[src/rtl/score_keeper.sv]
// Foosball goal detector and score counter: credits goals, holds the goal request
// until the controller acknowledges it, and issues one double-ball request per match.
module score_keeper #(
    parameter int MAX_SCORE   = 9,
    parameter int DOUBLE_AT   = 4,
    parameter int LEFT_LINE   = 16,
    parameter int RIGHT_LINE  = 623,
    parameter int GOAL_TOP    = 180,
    parameter int GOAL_BOTTOM = 300
) (
    input  logic        CLK,
    input  logic        RESETn,
    input  logic        startOfFrame,
    input  logic [10:0] ball_x,
    input  logic [10:0] ball_y,
    input  logic        move,
    input  logic        idle,
    input  logic        goal_ena,
    input  logic        double_ball_ena,
    output logic        goal,
    output logic        Max_goal,
    output logic        double_ball,
    output logic [3:0]  score_left,
    output logic [3:0]  score_right,
    output logic        last_scorer
);

    localparam logic [3:0]  MAX_S  = 4'(MAX_SCORE);
    localparam logic [4:0]  DB_AT  = 5'(DOUBLE_AT);
    localparam logic [10:0] LEFT_L = 11'(LEFT_LINE);
    localparam logic [10:0] RIGHT_L = 11'(RIGHT_LINE);
    localparam logic [10:0] TOP_Y  = 11'(GOAL_TOP);
    localparam logic [10:0] BOT_Y  = 11'(GOAL_BOTTOM);

    typedef enum logic [1:0] {WAIT, PLAY, PEND, HOLD} state_t;

    state_t     state;
    logic [4:0] total;
    logic       armed;
    logic       db_pending;
    logic       db_used;

    logic       in_mouth;
    logic       left_hit;
    logic       right_hit;
    logic       goal_hit;
    logic [4:0] total_next;

    function automatic logic [3:0] inc_sat(input logic [3:0] s);
        return (s < MAX_S) ? s + 4'd1 : s;
    endfunction

    always_comb begin
        in_mouth   = (ball_y >= TOP_Y) && (ball_y <= BOT_Y);
        left_hit   = in_mouth && (ball_x <= LEFT_L);
        // Left zone wins if both zones overlap through misconfigured lines.
        right_hit  = in_mouth && !left_hit && (ball_x >= RIGHT_L);
        goal_hit   = (state == PLAY) && startOfFrame && armed && (left_hit || right_hit);
        total_next = (total == 5'd31) ? total : total + 5'd1;
    end

    assign Max_goal    = (score_left == MAX_S) || (score_right == MAX_S);
    assign double_ball = db_pending && (state == PLAY) && move;

    always_ff @(posedge CLK or negedge RESETn) begin
        if (!RESETn) begin
            state       <= WAIT;
            total       <= '0;
            armed       <= 1'b0;
            db_pending  <= 1'b0;
            db_used     <= 1'b0;
            goal        <= 1'b0;
            score_left  <= '0;
            score_right <= '0;
            last_scorer <= 1'b0;
        end else if (idle) begin
            state       <= WAIT;
            total       <= '0;
            armed       <= 1'b0;
            db_pending  <= 1'b0;
            db_used     <= 1'b0;
            goal        <= 1'b0;
            score_left  <= '0;
            score_right <= '0;
            last_scorer <= 1'b0;
        end else begin
            if (startOfFrame && !left_hit && !right_hit)
                armed <= 1'b1;

            case (state)
                WAIT: if (move) state <= PLAY;
                PLAY: begin
                    if (goal_hit) begin
                        if (left_hit) begin
                            score_right <= inc_sat(score_right);
                            last_scorer <= 1'b1;
                        end else begin
                            score_left  <= inc_sat(score_left);
                            last_scorer <= 1'b0;
                        end
                        total <= total_next;
                        armed <= 1'b0;
                        goal  <= 1'b1;
                        state <= PEND;
                        if (!db_used && (total_next == DB_AT) && (total != DB_AT))
                            db_pending <= 1'b1;
                    end else if (!move) begin
                        state <= WAIT;
                    end
                end
                PEND: begin
                    if (goal_ena) begin
                        goal  <= 1'b0;
                        state <= HOLD;
                    end
                end
                HOLD: begin
                    if (move)
                        state <= PLAY;
                    else if (!goal_ena)
                        state <= WAIT;
                end
                default: state <= WAIT;
            endcase

            if (double_ball_ena) begin
                db_pending <= 1'b0;
                db_used    <= 1'b1;
            end
        end
    end

endmodule

[config.mk]
export PLATFORM = sky130hd
export DESIGN_NAME = score_keeper
export DESIGN_NICKNAME = d
export VERILOG_FILES = /design/src/rtl/score_keeper.sv
export SDC_FILE = /design/constraint.sdc
export NUM_CORES = 1
export LEC_CHECK = 0
export CORE_UTILIZATION = 47
export DETAILED_ROUTE_END_ITERATION = 10
export GPL_TIMING_DRIVEN = 0
export PLACE_DENSITY = 0.86
export REMOVE_ABC_BUFFERS = 1
export SLEW_MARGIN = 40
export SYNTH_ARGS = -nofsm -noshare
export SYNTH_HDL_FRONTEND = slang
export SYNTH_SLANG_ARGS = --single-unit
[constraint.sdc]
create_clock -name CLK -period 1.7 [get_ports CLK]
set_input_delay 0.34 -clock CLK [delete_from_list [all_inputs] [get_ports CLK]]
set_output_delay 0.34 -clock CLK [all_outputs]
set_load 0.05 [all_outputs]
# Word-level counts from Yosys, hierarchy flattened

Index checks and enable logic that the tools add are counted.

Register bits after elaboration: 20
Input port bits: 29

Eq/ne operators: 14
Add/subtract/negate cells: 3
Mux-type cells: 41
Reductions and logical operators: 35
Magnitude comparators: 6

Operator list:

| kind                                                                | count |
|---|---|
| two-way mux 4 bit                                                   | 10 |
| two-way mux 5 bit                                                   | 4 |
| two-way mux 1 bit                                                   | 18 |
| two-way mux 2 bit                                                   | 7 |
| logical AND 1 bit                                                   | 13 |
| AND reduction 4 bit                                                 | 3 |
| nonzero test 2 bit                                                  | 6 |
| nonzero test 3 bit                                                  | 4 |
| greater-or-equal comparator 11 x 10 -> 1 bit, second input constant | 1 |
| greater-or-equal comparator 11 x 8 -> 1 bit, second input constant  | 1 |
| less-or-equal comparator 11 x 5 -> 1 bit, second input constant     | 1 |
| less-or-equal comparator 11 x 9 -> 1 bit, second input constant     | 1 |
| != test 3 bit, second input constant                                | 3 |
| adder 4 x 1 -> 4 bit, second input constant                         | 2 |
| equality test 4 bit, second input constant                          | 2 |
| less-than comparator 4 bit, second input constant                   | 2 |
| != test 4 bit, second input constant                                | 2 |
| case mux 2 bit (4 select lines)                                     | 1 |
| AND reduction 3 bit                                                 | 2 |
| adder 5 x 1 -> 5 bit, second input constant                         | 1 |
| equality test 5 x 3 -> 1 bit, second input constant                 | 1 |
| equality test 5 bit, second input constant                          | 1 |
| != test 5 x 3 -> 1 bit, second input constant                       | 1 |
| equality test 2 bit, second input constant                          | 2 |
| other kinds (7)                                                     | 10 |

# Logic depth before layout (Yosys ltp)

Gate-level depths: netlist of run 1.

Depth in word-level cells: 12
Mapped depth: 7
Depth with buffers taken out: 7

# Least setup slack after synthesis of run 1

No wires, ideal clock.

Path kind: register to output
From: reg score_right[0]
To: out Max_goal
Path buffers: 0
Cell stages (with the launch flop): 4
Data required time: 1.360 ns
Arrival time: 2.034 ns
Setup slack: -0.674 ns
Cells stage by stage: dfrtp_1 ha_1 nand2_1 o21ai_0

Longest elaborated chain between the ends: 2

Ends and longest elaborated chain:

| element                | line | RTL |
|---|---|---|
| start, declared        | 24   | `output logic [3:0] score_right,` |
| start signal, assigned | 95   | `score_right <= inc_sat(score_right);` |
| equality test 4 bit    | 62   | `assign Max_goal = (score_left == MAX_S) \|\| (score_right == MAX_S);` |
| logical OR 1 bit       | 62   |  |
| end, declared          | 21   | `output logic Max_goal,` |

Every way passes these cells.

# Worst setup path after layout of run 1

From: in ball_x[8]
To: reg score_left[2]

Longest elaborated chain between the ends: 9
Elaborated cells on any way between the ends: 11

Ends and longest elaborated chain:

| element                                  | line | RTL |
|---|---|---|
| start, declared                          | 14   | `input logic [10:0] ball_x,` |
| less-or-equal comparator 11 x 5 -> 1 bit | 55   | `left_hit = in_mouth && (ball_x <= LEFT_L);` |
| logical AND 1 bit                        | 55   |  |
| zero test 1 bit                          | 57   | `right_hit = in_mouth && !left_hit && (ball_x >= RIGHT_L);` |
| logical AND 1 bit (2 in a row)           | 57   |  |
| logical OR 1 bit                         | 58   | `goal_hit = (state == PLAY) && startOfFrame && armed && (left_hit \|\| right_hit);` |
| logical AND 1 bit                        | 58   |  |
| nonzero test 2 bit (no line)             | --   |  |
| AND reduction 4 bit (no line) (*)        | --   |  |
| end signal, assigned                     | 98   | `score_left <= inc_sat(score_left);` |
| end, declared                            | 23   | `output logic [3:0] score_left,` |

Every way passes the cells marked *; elsewhere a longest branch is shown, timed or not.
A chain may end at the register's enable or synchronous reset.

==> qor.csv, run 1 <==
stage;metric;value;unit
run_status;outcome;finished with violations;
run_status;violations;setup timing;
floorplan;die_height;56.09;um
synthesis;synth_ff_type;dfrtp_1;
sta;relSlewSlack;46.61;%
floorplan;boundaryPins;41;
power_and_ir_drop;peakVddDrop;0.0004710;V
sta;fmax;568.7;MHz
routing;met2WireLength;2122;um
routing;routedWlPerCell;16.12;um
synthesis;ys.warnings.count;0;
layout;fin_nets;257;
power_and_ir_drop;power.leakage;0.9781;nW
sta;setup_violations;2;
worst_setup_path;critPathKind;input pin to flip-flop;
clock_tree;clk_latency;0.31;ns
hold_path;min_path_type;input pin to async pin;
worst_setup_path;crit_fanout;4;
grt;antenna_found_initial;0;
sta;hold_ws;0.4902;ns
floorplan;start_util;49.86;%
routing;wirelength_met1;1523;um
power_and_ir_drop;power;0.001033;W
grt;grt_max_degree;22;
grt;track_usage;26.49;%
layout;final_common_cell;buf_4;
routing;highest_layer;met4;
synthesis;synth_cell_types;46;
grt;grt_pass1_vias;1542;
job;cap_violations;0;
routing;postRouteAntennaNets;0;
worst_setup_path;end_kind;flip-flop;
sta;setup_slack;-0.05849;ns
worst_setup_path;setup.worst_path.start_class;input pin;
placed_design;hpwl;2581;um
routing;viasPerCell;6.072;
clock_tree;clkTransAtPathRegs;0.12;ns
routing;vias;1518;
layout;antennaDiodeCount;0;
synthesis;syn_area;1375;um^2
clock_tree;htreeDepth;1;
routing;dr_wl_met3;298;um
floorplan;core_area;2758;um^2
layout;multiInputGateArea;909.6;um^2
placed_design;portBuffers;40;
synthesis;ys_seq_elements;20;
synthesis;async_flop_share;100.0;%
sta;finalHoldViolCount;0;
clock_tree;root_buffer;clkbuf_4;
clock_tree;cts_tree;yes;
floorplan;row_count;19;
layout;area_delta_synth_final;52.87;%
layout;drive_gt1_share;31.96;%
synthesis;syn_avg_cell_area;8.929;um^2
clock_tree;clock_sinks;20;
sta;slew_violations;0;
grt;grt-ovfl-total;0;
layout;fill_cells;187;
grt;grt_pass1_wl;6658;um
layout;final_cell_mix;buf_4 (22), dlygate4sd2_1 (21), dfrtp_1 (17);
floorplan;dieArea;3146;um^2
routing;drt_iter0_markers;61;
layout;regArea;504.2;um^2
floorplan;die_w;56.09;um
synthesis;seq_area_frac_synth;36.40;%
placed_design;gp_congestion;0.8048;
worst_setup_path;crit_arrival;1.97;ns
worst_setup_path;rrSetupSlack;0.01;ns
synthesis;synth_enable_flop_cells;0;
sta;finClkSkew;0.002241;ns
worst_setup_path;worstRegToRegCells;6;
synthesis;synth_cells;154;
sta;tightest_slew;0.8009;ns
sta;layout_min_cycle_time;1.758;ns
sta;finalCritPeriodShare;103.4;%
routing;drc_errors;0;
sta;rsz0062_at_grt;true;
routing;finalWirelength;4030;um
power_and_ir_drop;powerDensity;491.3;nW/um^2
worst_setup_path;worst_ep_required_time;1.91;ns
routing;dr.pass1.iters;4;
clock_tree;cts_buffer_depth;2;
clock_tree;numCtsBuffers;3;
[final timing paths]
path / startpoint / to
min: RESETn / db_pending
min reg2reg: db_used / db_used
min in group CLK: db_used / db_used
max: ball_x[8] / score_left[2]
max reg2reg: state[1] / total[0]
max in group asynchronous: RESETn / total[0]
[worst max-delay path, cell delays in order]
cell,delay [ns]
buf_6,0.09
or3_4,0.40
or3_4,0.40
a221oi_4,0.31
nand3_2,0.12
mux2_4,0.31
[power by group]
part | switching (W) | leakage, nW | internal [W]
clock network | 0.000159 | 0.0279 | 0.000239
logic | 0.0000799 | 0.680 | 0.0000722
registers | 0.00000322 | 0.271 | 0.000480
[area by class of cell]
type                            count  area share (%)
Inverter                           16           2.857
Timing Repair Buffer               63           25.54
Sequential cell                    20           23.99
Clock inverter                      1           1.429
Tap cell                           31           1.845
Multi-Input combinational cell    116           43.27
Clock buffer                        3           1.071
[metal layers]
layer	global-route usage [%]	vias up
li1	-	712
met1	30.30	721
met2	47.11	70
met3	5.814	15
met4	11.50	0
met5	0	-
[logic make-up after synthesis]
| family | Yosys count | synth area share (%) |
|---|---|---|
| XOR/XNOR | 1 | 0.6371 |
| AND/OR/NAND/NOR | 57 | 23.57 |
| AO/OA/AOI/OAI | 48 | 24.84 |
| buffers and inverters | 18 | 5.459 |
| flip-flops | 20 | 36.40 |
| adder cells (fa/ha/maj) | 8 | 7.280 |
| multiplexers | 2 | 1.820 |
[through the flow]
| step | setup TNS, ns | cell area (um^2) | std cells | util (%) | worst slack (ns) |
|---|---|---|---|---|---|
| floorplan | -1.460 | 1360 | 152 | - | -0.6738 |
| global placement | -11.28 | 1799 | 223 | 65.25 | -0.7824 |
| detailed placement | -12.04 | 1794 | 223 | 65.06 | -0.8293 |
| CTS | -0.08686 | 1972 | 240 | 71.51 | -0.04491 |
| global route | -0.5019 | 2102 | 250 | 76.23 | -0.1162 |
| finish | -0.06118 | 2102 | 250 | 76.23 | -0.05849 |
[registers in the layout, indices dropped and copies added (netlist names)]
name,cells
armed,1
db_pending,1
db_used,1
goal,1
last_scorer,1
score_left,4
score_right,4
state,2
total,5
[timing repair]
action	CTS	global route
endpoints found under the setup margin	31	20
pin swaps	17	12
gates resized for setup	70	28
hold buffers	1	0
endpoints found under the hold margin	20	0
setup buffers	12	10
[cell usage after synthesis, types with 2 or more instances]
cell type   n  area share [%]
o211ai_1    3             1.6
or3_1       2            0.91
nand3_1     6             2.2
ha_1        8             7.3
o31ai_1     2             1.1
nor2_1     10             2.7
o22ai_1     2            0.91
a21oi_1     9             3.3
o2111ai_1   3             1.9
inv_1      16             4.4
or3_4       2             1.6
nand3b_1    2             1.1
nand4_1     6             2.7
o21ai_0    14             5.1
nor3_1      6             2.2
and3_1      5             2.3
nand2_1     9             2.5
o41ai_1     2             1.3
dfrtp_1    20              36
(Power assumes the default switching activity.)
==> run 2: changes to the inputs <==
--- a/config.mk
+++ b/config.mk
@@ -8,9 +8,11 @@
 export CORE_UTILIZATION = 47
 export DETAILED_ROUTE_END_ITERATION = 10
 export GPL_TIMING_DRIVEN = 0
+export MAX_ROUTING_LAYER = met4
 export PLACE_DENSITY = 0.86
 export REMOVE_ABC_BUFFERS = 1
 export SLEW_MARGIN = 40
 export SYNTH_ARGS = -nofsm -noshare
 export SYNTH_HDL_FRONTEND = slang
 export SYNTH_SLANG_ARGS = --single-unit
+export TNS_END_PERCENT = 5
==> qor.csv, run 2 (synthesized netlist as in run 1, its figures left out) <==
stage;metric;value;unit;change
run_status;outcome;finished with violations;;unchanged
run_status;violations;setup timing;;unchanged
layout;fin_nets;241;;was 257
clock_tree;clkTransAtPathRegs;0.12;ns;about the same
placed_design;postPlaceCellArea;1794;um^2;unchanged
floorplan;dieArea;3146;um^2;unchanged
floorplan;die_height;56.09;um;unchanged
clock_tree;clk_latency;0.31;ns;about the same
layout;area_delta_synth_final;46.68;%;was 52.87%
power_and_ir_drop;powerDensity;508.3;nW/um^2;was 491.3 nW/um^2
layout;fill_cells;211;;was 187
routing;vias;1416;;was 1518
floorplan;core_area;2758;um^2;unchanged
clock_tree;cts_tree;yes;;unchanged
routing;drt_iter0_markers;68;;was 61
floorplan;row_count;19;;unchanged
floorplan;start_util;49.86;%;unchanged
sta;slew_violations;0;;unchanged
layout;largest_reg_flops;5;;unchanged
layout;multiInputGateArea;889.6;um^2;was 909.6 um^2
placed_design;dp.cells;223;;unchanged
clock_tree;cts_buffer_depth;2;;unchanged
sta;tightest_slew;0.7615;ns;was 0.8009 ns
sta;setup_violations;5;;was 2
worst_setup_path;slowest_stage;or3_4;;unchanged
clock_tree;numCtsBuffers;3;;unchanged
routing;dr.pass1.iters;4;;unchanged
placed_design;portBuffers;40;;unchanged
sta;layout_min_cycle_time;1.804;ns;was 1.758 ns
sta;finalHoldViolCount;0;;unchanged
worst_setup_path;setup.worst_path.start_class;input pin;;unchanged
routing;routedWlPerCell;16.10;um;was 16.12 um
worst_setup_path;end_kind;flip-flop;;unchanged
grt;antenna_found_initial;0;;unchanged
power_and_ir_drop;power.leakage;0.9881;nW;was 0.9781 nW
sta;fmax;554.4;MHz;was 568.7 MHz
worst_setup_path;crit_fanout;4;;unchanged
layout;regMostFlops;total;;unchanged
worst_setup_path;worst_path_most_repeated_cell;or3_4;;unchanged
hold_path;min_path_type;input pin to async pin;;unchanged
job;cap_violations;0;;unchanged
worst_setup_path;crit_arrival;2.01;ns;was 1.97 ns
layout;top_regs;total (5), score_left (4), score_right (4);;unchanged
sta;relSlewSlack;49.15;%;was 46.61%
clock_tree;root_buffer;clkbuf_4;;unchanged
grt;grt_max_degree;22;;unchanged
routing;postRouteAntennaNets;0;;unchanged
grt;grt_pass1_vias;1437;;was 1542
clock_tree;htreeDepth;1;;unchanged
worst_setup_path;cp_num_buf_inv;1;;unchanged
worst_setup_path;worst_ep_required_time;1.91;ns;about the same
routing;drc_errors;0;;unchanged
grt;track_usage;25.37;%;was 26.49%
worst_setup_path;slowest_delay;0.42;ns;was 0.40 ns
layout;fin_cells;234;;was 250
layout;final_cell_mix;dfrtp_1 (18), inv_1 (14), dlymetal6s2s_1 (14);;was buf_4 (22), dlygate4sd2_1 (21), dfrtp_1 (17)
floorplan;boundaryPins;41;;unchanged
sta;setup_slack;-0.1038;ns;was -0.05849 ns
worst_setup_path;timing.critical_path.max_delay_family;simple AND/OR/NAND/NOR gates;;unchanged
power_and_ir_drop;power;0.001025;W;was 0.001033 W
grt;grt_pass1_wl;6265;um;was 6658 um
floorplan;die_w;56.09;um;unchanged
layout;postLayoutCoreUtil;73.14;%;was 76.23%
sta;finClkSkew;0.003456;ns;was 0.002241 ns
routing;finalWirelength;3768;um;was 4030 um
layout;drive_gt1_share;24.63;%;was 31.96%
layout;antennaDiodeCount;0;;unchanged
layout;final_common_cell;dfrtp_1;;was buf_4
worst_setup_path;crit_chain;buf_6 -> or3_4 -> or3_4 -> a221oi_4 -> nand3_2 -> mux2_4;;unchanged
clock_tree;clock_sinks;20;;unchanged
sta;rsz0062_at_grt;true;;unchanged
power_and_ir_drop;peakVddDrop;0.0004482;V;was 0.0004710 V
routing;viasPerCell;6.051;;was 6.072
layout;regArea;503.0;um^2;was 504.2 um^2
layout;final_cell_area;2017;um^2;was 2102 um^2
sta;finalCritPeriodShare;106.1;%;was 103.4%
worst_setup_path;critPathKind;input pin to flip-flop;;unchanged
placed_design;hpwl;2581;um;unchanged
grt;grt-ovfl-total;0;;unchanged
placed_design;gp_congestion;0.8165;;was 0.8048
[run 2: cell count changes in the layout (fill, tap and decap cells not counted), moves of 2 or more]
cell,previous run,this run
o21ai_1,3,5
dlymetal6s2s_1,3,14
o21ai_0,11,9
buf_4,22,4
dlygate4sd2_1,21,10
[run 2: where the power goes]
| part | switching (W) | leakage [nW] | total, W | internal (W) |
|---|---|---|---|---|
| clock network | 0.000156 | 0.0279 | 0.000395 | 0.000239 |
| registers | 0.00000306 | 0.272 | 0.000483 | 0.000480 |
| logic | 0.0000741 | 0.688 | 0.000147 | 0.0000728 |
[run 2: worst reg2reg max path, cell delays in order, from the launching register on]
cell	delay, ns
dfrtp_1	0.45
inv_1	0.12
ha_1	0.15
inv_1	0.04
o21ai_1	0.20
o2111ai_4	0.18
or3_1	0.34
a21oi_1	0.14
[run 2: repair_timing]
action,in CTS,in global routing
pin swaps,11,16
hold buffers,1,0
buffers inserted,1,5
hold endpoints to repair,20,0
gates resized for setup,45,44
setup endpoints to repair,31,24
[run 2: path summary, 6_finish.rpt]
path                           startpoint              to  slack, ns  cells past startpoint
min reg2reg                    db_pending      db_pending       0.50                      2
max                             ball_x[7]   score_left[2]      -0.10                      6
min in group CLK               db_pending      db_pending       0.50                      2
max in group asynchronous          RESETn        total[0]       0.87                      2
max reg2reg                score_right[0]  score_right[2]       0.01                      7
min                                RESETn     last_scorer       0.49                      2
[run 2: area by class of cell]
type / count / area share [%]
multi-input combinational: 116 / 44.11
clock buffer: 3 / 1.117
inverter: 16 / 2.978
clock inverter: 1 / 1.489
tap: 31 / 1.923
timing repair buffer: 47 / 23.45
sequential: 20 / 24.94
[run 2: metrics by stage]
| stage | hold WS, ns | TNS (ns) | setup slack (ns) |
|---|---|---|---|
| after floorplan | 0.04441 | -1.460 | -0.6738 |
| after detailed placement | 0.3071 | -12.04 | -0.8293 |
| final | 0.4944 | -0.2200 | -0.1038 |
| after CTS | 0.5015 | -1.205 | -0.2325 |
| after global routing | 0.5240 | -0.9285 | -0.1302 |
| after global placement | 0.4594 | -11.28 | -0.7824 |
[run 2: layer usage]
layer  wire length, um  GRT usage, %
met3               202         3.953
met4                84         10.10
met1              1549         30.60
met5                 0             -
met2              1932         42.52
==> run 3: changes to the inputs <==
--- a/config.mk
+++ b/config.mk
@@ -7,10 +7,10 @@
 export LEC_CHECK = 0
 export CORE_UTILIZATION = 47
 export DETAILED_ROUTE_END_ITERATION = 10
+export GPL_ROUTABILITY_DRIVEN = 0
 export GPL_TIMING_DRIVEN = 0
 export MAX_ROUTING_LAYER = met4
 export PLACE_DENSITY = 0.86
-export REMOVE_ABC_BUFFERS = 1
 export SLEW_MARGIN = 40
 export SYNTH_ARGS = -nofsm -noshare
 export SYNTH_HDL_FRONTEND = slang
==> qor.csv, run 3 (synthesized netlist as in run 1, its figures left out) <==
stage;metric;value;unit;change
power_and_ir_drop;powerDensity;467.3;nW/um^2;was 508.3 nW/um^2
clock_tree;numCtsBuffers;3;;unchanged
floorplan;core_area;2758;um^2;unchanged
worst_setup_path;crit_chain;clkdlybuf4s50_1 -> o2111ai_2 -> nand4_1 -> a21oi_2 -> nand2_1 -> o41ai_1;;was buf_6 -> or3_4 -> or3_4 -> a221oi_4 -> nand3_2 -> mux2_4
power_and_ir_drop;power;0.0009333;W;was 0.001025 W
layout;final_cell_mix;dfrtp_1 (20), inv_1 (15), o21ai_0 (11), dlymetal6s2s_1 (11);;was dfrtp_1 (18), inv_1 (14), dlymetal6s2s_1 (14)
layout;fin_nets;243;;was 241
layout;drive_gt1_share;24.88;%;was 24.63%
sta;finClkSkew;0.009366;ns;was 0.003456 ns
run_status;violations;setup timing;;unchanged
floorplan;dieArea;3146;um^2;unchanged
worst_setup_path;slowest_delay;0.42;ns;about the same
sta;rsz0062_at_grt;true;;unchanged
clock_tree;root_buffer;clkbuf_4;;unchanged
power_and_ir_drop;combPwrFrac;16.8;%;was 14.3%
grt;antenna_found_initial;0;;unchanged
routing;dr_wl_met3;265;um;was 202 um
worst_setup_path;worst_ep_required_time;1.89;ns;was 1.91 ns
floorplan;start_util;49.86;%;unchanged
grt;track_usage;26.06;%;was 25.37%
layout;largest_reg_flops;5;;unchanged
clock_tree;cts_buffer_depth;2;;unchanged
hold_path;min_path_type;input pin to async pin;;unchanged
worst_setup_path;critPathKind;input pin to flip-flop;;unchanged
sta;finalCritPeriodShare;104.0;%;was 106.1%
job;cap_violations;0;;unchanged
sta;finalHoldViolCount;0;;unchanged
grt;grt_pass1_vias;1436;;was 1437
grt;grt_max_degree;21;;was 22
placed_design;portBuffers;40;;unchanged
power_and_ir_drop;switching_power;0.0002474;W;was 0.0002335 W
sta;slew_violations;0;;unchanged
worst_setup_path;end_kind;flip-flop;;unchanged
layout;area_delta_synth_final;45.22;%;was 46.68%
clock_tree;htreeDepth;1;;unchanged
layout;final_cell_area;1997;um^2;was 2017 um^2
routing;postRouteAntennaNets;0;;unchanged
sta;tightest_slew;0.5265;ns;was 0.7615 ns
routing;drt_iter0_markers;78;;was 68
sta;fmax;565.4;MHz;was 554.4 MHz
sta;setup_violations;5;;unchanged
routing;routedWlPerCell;17.30;um;was 16.10 um
placed_design;dp.cells;225;;was 223
routing;finalWirelength;4083;um;was 3768 um
sta;setup_slack;-0.06882;ns;was -0.1038 ns
worst_setup_path;crit_fanout;5;;was 4
worst_setup_path;cp_num_buf_inv;1;;unchanged
run_status;outcome;finished with violations;;unchanged
floorplan;die_w;56.09;um;unchanged
routing;dr.pass1.iters;4;;unchanged
layout;antennaDiodeCount;0;;unchanged
layout;top_regs;total (5), score_left (4), score_right (4);;unchanged
routing;drc_errors;0;;unchanged
routing;highest_layer;met4;;unchanged
synthesis;syn_nets;191;;
power_and_ir_drop;peakVddDrop;0.0005273;V;was 0.0004482 V
worst_setup_path;timing.critical_path.max_delay_family;compound AO/OA/AOI/OAI gates;;was simple AND/OR/NAND/NOR gates
floorplan;die_height;56.09;um;unchanged
routing;met2WireLength;2125;um;was 1932 um
routing;wirelength_met1;1611;um;was 1549 um
layout;fin_cells;236;;was 234
floorplan;boundaryPins;41;;unchanged
clock_tree;clkTransAtPathRegs;0.12;ns;about the same
clock_tree;clock_sinks;20;;unchanged
clock_tree;clk_latency;0.32;ns;was 0.31 ns
worst_setup_path;setup.worst_path.start_class;input pin;;unchanged
layout;regMostFlops;total;;unchanged
worst_setup_path;crit_arrival;1.96;ns;was 2.01 ns
sta;layout_min_cycle_time;1.769;ns;was 1.804 ns
sta;relSlewSlack;64.90;%;was 49.15%
power_and_ir_drop;p_int;0.0006859;W;was 0.0007916 W
routing;viasPerCell;6.250;;was 6.051
grt;grt-ovfl-total;0;;unchanged
power_and_ir_drop;swShare;26.51;%;was 22.78%
layout;final_common_cell;dfrtp_1;;unchanged
floorplan;row_count;19;;unchanged
power_and_ir_drop;pwr-share-seq;51.8;%;was 47.2%
worst_setup_path;slowest_stage;clkdlybuf4s50_1;;was or3_4
grt;grt_pass1_wl;6354;um;was 6265 um
power_and_ir_drop;power.leakage;0.9594;nW;was 0.9881 nW
placed_design;hpwl;2763;um;was 2581 um
placed_design;postPlaceCellArea;1813;um^2;was 1794 um^2
routing;vias;1475;;was 1416
power_and_ir_drop;clock_power_share;31.4;%;was 38.5%
clock_tree;cts_tree;yes;;unchanged
==> run 3: cell types whose count changed in the layout (fill, tap and decap cells not counted), moves of 2 or more <==
cell	before	now
o21ai_2	0	2
dfrtp_1	18	20
clkdlybuf4s50_1	7	9
o21ai_1	5	1
dlymetal6s2s_1	14	11
o21ai_0	9	11
dfrtp_2	2	0
nor3_2	1	3
clkbuf_2	4	7
buf_4	4	6
nor3_1	5	3
==> run 3: final cells by class <==
type | instances | area [um^2]
Tap cell | 31 | 38.79
Fill cell | 208 | 760.7
Multi-Input combinational cell | 116 | 912.1
Sequential cell | 20 | 500.5
Inverter | 16 | 60.06
Buffer | 2 | 15.01
Clock buffer | 4 | 36.28
Timing Repair Buffer | 47 | 434.2
==> run 3: final timing paths <==
path / depth (start not counted) / start / to / slack [ns]
min in group CLK: 2 / db_used / db_used / 0.50
worst max register to register: 6 / state[1] / total[0] / -0.01
worst min-delay path: 2 / RESETn / score_left[2] / 0.48
worst min register to register: 2 / db_used / db_used / 0.50
worst max-delay path: 6 / ball_y[0] / total[2] / -0.07
max in group asynchronous: 2 / RESETn / total[1] / 0.88
==> run 3: worst reg2reg max path, delay by kind of cell (launching register included) <==
| family | cells | cell delay (ns) |
|---|---|---|
| buffers and inverters | 1 | 0.16 |
| AND/OR/NAND/NOR | 3 | 0.82 |
| flip-flops | 1 | 0.42 |
| AO/OA/AOI/OAI | 2 | 0.25 |
==> run 3: timing repair <==
action,4_1_cts,5_1_grt
hold buffers,1,0
hold endpoints to repair,20,0
setup endpoints to repair,31,22
gates resized for setup,40,44
buffers inserted,2,4
pin swaps,10,15
==> run 3: per-stage QoR <==
stage	setup slack [ns]	hold slack (ns)	utilization, %	TNS, ns
finish	-0.06882	0.4825	72.41	-0.1722
global route	-0.1141	0.5172	72.41	-0.6429
CTS	-0.2079	0.4989	68.51	-1.508
detailed placement	-0.7350	0.3178	65.74	-11.35
global placement	-0.7148	0.4594	65.93	-10.52
floorplan	-0.2098	0.04441	-	-0.4715
==> run 3: routing by layer <==
layer / up-vias / track usage, %
li1: 683 / -
met1: 714 / 30.25
met2: 66 / 43.54
met3: 12 / 6.977
met4: 0 / 9.059
met5: - / -
==> run 3: power groups by stage <==
stage	Combinational, W	Clock, W	Sequential [W]
2_1_floorplan	0.0000458	0	0.000492
3_3_place_gp	0.000140	0	0.000492
3_5_place_dp	0.000144	0	0.000493
4_1_cts	0.000146	0.000295	0.000483
5_1_grt	0.000168	0.000313	0.000484
6_report	0.000157	0.000293	0.000484
==> edit 1: new RTL, settings of run 1 <==
Make the reset (`RESETn`) synchronous in one clocked block.
--- a/src/rtl/score_keeper.sv
+++ b/src/rtl/score_keeper.sv
@@ -62,7 +62,7 @@
     assign Max_goal    = (score_left == MAX_S) || (score_right == MAX_S);
     assign double_ball = db_pending && (state == PLAY) && move;
 
-    always_ff @(posedge CLK or negedge RESETn) begin
+    always_ff @(posedge CLK) begin
         if (!RESETn) begin
             state       <= WAIT;
             total       <= '0;
Function: differs if RESETn is asserted again (counterexample within 4 cycles, from zero or initial values and one cycle with RESETn low); with RESETn held inactive, the same outputs for 10 cycles.
==> edit 1 against run 1 <==
Setup slack better by 0.081 ns. Sequential cell count stayed put. Clock skew hardly changed. Fmax is 4.9% higher. Area after synthesis is 13% lower. Die area is 13% lower. Routed wire length is 9.1% lower. Power is 2.9% lower. Final area is 12% lower. Sequential power is 2% lower.
==> edit 1: results (changes against run 1) <==
CTS
  – Clock Latency Late Sink: 0.31 ns (about the same)
  – Clock tree buffer depth: 2 (unchanged)
  – Root buffer cell: clkbuf_4
  – CTS buffer count: 3 (unchanged)
  – H-Tree Level Count: 1 (unchanged)

Drt
  – Initial DRC count: 31 (-49%)
  – DR WL/cell: 16.7 µm (+3.3%)
  – DRT Pass-1 Iters: 5 (+1)
  – Post-DR vias/cell: 6.10 (+0.46%)

Outcome
  – Status: finished, final reports clean

Layout
  – Registers with the most flip-flops: total (5), score_left (4), score_right (4)
  – Fraction of layout cells with a size suffix above 1: 0.208 (-0.111)
  – Layout Nets: 230 (-11%)
  – N_diodes: 0 (unchanged)

Setup path
  – Crit path max fanout: 4 (unchanged)
  – Critical-path top delay cell: or4_1
  – Largest stage delay, worst path: 0.47 ns (+0.07 ns)

Power
  – Cell Int Power: 775 µW (-2.0%)
  – Leak: 0.000791 µW (-19%)
  – Maximum vdd ir drop: 0.664 mV (+41%)
  – Sequential share of power: 0.471 (+0.003)

STA
  – Slew HR: 0.469 (+0.00243)
  – Worst Skew: 0.00237 ns (+0.000129 ns)

Synth
  – Seq/Total Area, Yosys: 0.336 (-0.0282)
  – Top cells by area, synth: dfxtp_1 (34%), ha_1 (8.4%), a21oi_1 (5.0%), inv_1 (4.1%), nor2_1 (4.1%)
  – Most frequent cells after synthesis: dfxtp_1 (20), inv_1 (13), nor2_1 (13)
  – Async SR Flop Fraction: 0 (-1.00)
  – Syn. warnings: 0 (unchanged)
  – Library cells used by synthesis: 42 (-8.7%)
  – Count leader, synth: dfxtp_1

Global routing
  – Largest net degree at the start of global routing: 20 (-9.1%)
  – Number of global-route vias before repair: 1311 (-15%)
  – Initial antenna violation count: 0 (unchanged)
  – GRT Overall Usage: 0.283 (+0.0181)
  – Global-route wire length before repair: 5.69 mm (-15%)

Placement
  – Detail Placement HPWL: 2.42 mm (-6.1%)
  – GP Congestion: 0.803 (-0.24%)
  – IO buf count: 40 (unchanged)

Worst hold path
  – Hold WC Path Type: flip-flop to flip-flop
-- edit 1: cell types whose count changed after synthesis, sizes merged, moves of 4 or more --
cell	change
a211oi	+4
dfrtp	-20
dfxtp	+20
nor3	-5
o21ai	-5
or3	-4
-- edit 1: worst max-delay path: cells and delay by family --
kind / cells / cell delay, ns
AO/OA/AOI/OAI: 3 / 0.57
buffers and inverters: 2 / 0.41
AND/OR/NAND/NOR: 2 / 0.60
-- edit 1: cells by family (layout without fill, tap and decap cells) --
logic type | after synthesis | after routing | synth area share
compound gates | 49 | 49 | 0.310
fa+ha+maj | 8 | 8 | 0.0839
buf+inv | 16 | 68 | 0.0567
flops | 20 | 20 | 0.336
mux | 2 | 2 | 0.0168
simple gates | 45 | 45 | 0.197
-- edit 1: repair_timing --
item,CTS,global route
resized for setup,63,17
pin swaps,16,7
gates cloned,0,0
buffers inserted,7,3
setup endpoints to repair,30,14
hold buffers,0,0
-- edit 1: stage by stage --
stage	TNS [ns]	setup slack (ns)	area (µm²)	hold WS, ns	cells
after CTS	-0.00421	-0.00421	1780	0.493	217
after global routing	-0.0586	-0.0360	1840	0.554	220
final	0	0.0230	1840	0.505	220
after global placement	-12.81	-1.01	1610	0.442	205
after detailed placement	-11.30	-0.896	1610	0.480	206
after floorplan	-2.16	-0.705	1170	0.425	137
-- edit 1: path summary, 6_finish.rpt --
path                             start                          to  slack, ns  depth (start not counted)
setup / recovery             ball_y[4]  score_left[2]$_SDFFE_PP0P_       0.02                          7
hold / removal    db_used$_SDFFE_PP0P_        db_used$_SDFFE_PP0P_       0.50                          2
setup reg to reg             flip-flop  score_left[2]$_SDFFE_PP0P_       0.05                          5
hold reg to reg   db_used$_SDFFE_PP0P_        db_used$_SDFFE_PP0P_       0.50                          2
-- edit 1: cell type report --
class                           instances  area, µm²
Sequential cell                        20        408
Fill cell                             153        455
Timing Repair Buffer                   51        462
Clock buffer                            3       22.5
Inverter                               13       48.8
Multi-Input combinational cell        104        836
Tap cell                               28       35.0
Clock inverter                          1       30.0
-- edit 1: metal layers --
layer | GRT usage | wire length, µm | share of wire
met5 | 0 | 0 | 0
met4 | 0.149 | 128 | 0.035
met3 | 0.0667 | 203 | 0.055
met2 | 0.508 | 1930 | 0.53
met1 | 0.301 | 1400 | 0.38
-- edit 1: power groups by stage --
stage	Clock, µW	Sequential, µW	Combinational, µW
3_3_place_gp	0	484	112
2_1_floorplan	0	484	34.0
5_1_grt	418	473	138
6_report	400	472	130
3_5_place_dp	0	484	117
4_1_cts	402	474	120
==> edit 2: new RTL, flow settings as in run 1 <==
Made on the original files. Set the parameter `RIGHT_LINE` to 311 (it was 623).
--- a/src/rtl/score_keeper.sv
+++ b/src/rtl/score_keeper.sv
@@ -4,7 +4,7 @@
     parameter int MAX_SCORE   = 9,
     parameter int DOUBLE_AT   = 4,
     parameter int LEFT_LINE   = 16,
-    parameter int RIGHT_LINE  = 623,
+    parameter int RIGHT_LINE  = 311,
     parameter int GOAL_TOP    = 180,
     parameter int GOAL_BOTTOM = 300
 ) (
Formal check against the unedited RTL: not equivalent (a bounded check fails within 4 cycles, from zero or initial values and one cycle with RESETn low).
==> edit 2 against run 1 <==
Final area grew 3.8%. Setup slack got worse by 0.011 ns. Area after synthesis is 0.27% lower. Power grew 2.7%. The flow still finishes with violations (negative setup slack). Die area decreased by 0.27%. Fmax is 0.63% lower. Synthesized cell count shrank 1.3%. Routed wire length increased by 18%. Critical path depth is the same. Clock power up 4%. Sequential cell count unchanged. Sequential power hardly changed.
==> edit 2: results (changes against run 1) <==
Outcome
  – Status: finished with violations
  – Violations in the final reports: negative setup slack

Setup path
  – Critical-path top delay cell: clkdlybuf4s50_1
  – Delay-heaviest family, CP: buffers and inverters
  – Crit path max fanout: 3 (-1)
  – Largest stage delay, worst path: 0.48 ns (+0.08 ns)

Placement
  – Area after DPL: 1800 µm² (+0.21%)
  – DP Cell Count: 221 (-0.90%)
  – Pre-CTS WS: -0.667 ns (+0.162 ns)
  – GP Congestion: 0.807 (+0.30%)
  – Detail Placement HPWL: 2.80 mm (+8.3%)

CTS
  – Post-CTS Resized: 55 (-21%)
  – Worst-path clk slew: 0.14 ns (+0.02 ns)

Synth
  – Seq/Total Area, Yosys: 0.365 (+0.000996)
  – Library cells used by synthesis: 45 (-2.2%)
  – Top cells by area, synth: dfrtp_1 (36%), ha_1 (7.3%), nor2_1 (4.1%), inv_1 (3.8%), nand2_1 (3.8%)
  – Syn. warnings: 0 (unchanged)

Power
  – Maximum vdd ir drop: 0.453 mV (-3.8%)
  – Switching Share: 0.247 (+0.0128)
  – Leak: 0.00100 µW (+2.4%)
  – Comb group: 164 µW (+8%)

Global routing
  – GRT Overall Usage: 0.265 (+0.000362)
  – Number of global-route vias before repair: 1435 (-6.9%)
  – Global-route wire length before repair: 6.49 mm (-2.6%)

Drt
  – Post-DR vias/cell: 6.32 (+4.1%)
  – DR WL/cell: 18.9 µm (+17%)
  – DRT Pass-1 Iters: 6 (+2)

STA
  – Worst Skew: 0.0111 ns (+0.00881 ns)
  – Post-route setup slack: -0.0697 ns (-0.0112 ns)
  – # setup viols final: 6 (+4)
  – Slew HR: 0.671 (+0.205)

Layout
  – Fraction of layout cells with a size suffix above 1: 0.318 (-0.00145)
  – Layout Nets: 258 (+0.39%)
[edit 2: worst reg2reg max path, delay by kind of cell (launching register included)]
| family | cells | cell delay, ns |
|---|---|---|
| compound gates | 1 | 0.23 |
| flops | 1 | 0.44 |
| mux | 1 | 0.30 |
| simple gates | 3 | 0.65 |
[edit 2: area by class of cell]
class                   instances  area, µm²
multi-input cells             115        955
repair buffers                 66        578
fillers                       164        576
flip-flops and latches         20        502
inverters                      15       56.3
well taps                      31       38.8
clock inverters                 1       30.0
clock buffers                   3       22.5
[edit 2: cell families (layout without fill, tap and decap cells)]
group	Yosys count	count (layout)	share of synthesized area
adders and majority gates	8	8	0.0730
xor gates and xnor gates	1	1	0.00639
DFF	20	20	0.365
buffers and inverters	17	85	0.0465
and+or+nand+nor	67	67	0.261
AOI/OAI and AO/OA	35	35	0.217
muxes	4	4	0.0310
[edit 2: worst paths after layout]
kind / startpoint / cells after the start / end / slack, ns
max: ball_x[6] / 6 / score_left[0]$_DFFE_PN0P_ / -0.07
min: RESETn / 2 / total[2]$_DFFE_PN0P_ / 0.48
max reg2reg: state[1]$_DFFE_PN0P_ / 5 / score_left[0]$_DFFE_PN0P_ / -0.02
min reg2reg: db_pending$_DFFE_PN0P_ / 2 / db_pending$_DFFE_PN0P_ / 0.50
max in group asynchronous: RESETn / 2 / score_right[0]$_DFFE_PN0P_ / 0.88
min in group CLK: db_pending$_DFFE_PN0P_ / 2 / db_pending$_DFFE_PN0P_ / 0.50
[edit 2: per-layer routing]
metal,up-vias,part of all wire,GRT usage,wire length [µm]
met5,-,0,0,0
met4,0,0.040,0.101,188
met3,31,0.063,0.0395,300
met2,91,0.53,0.510,2500
met1,760,0.37,0.288,1750
li1,705,-,-,-
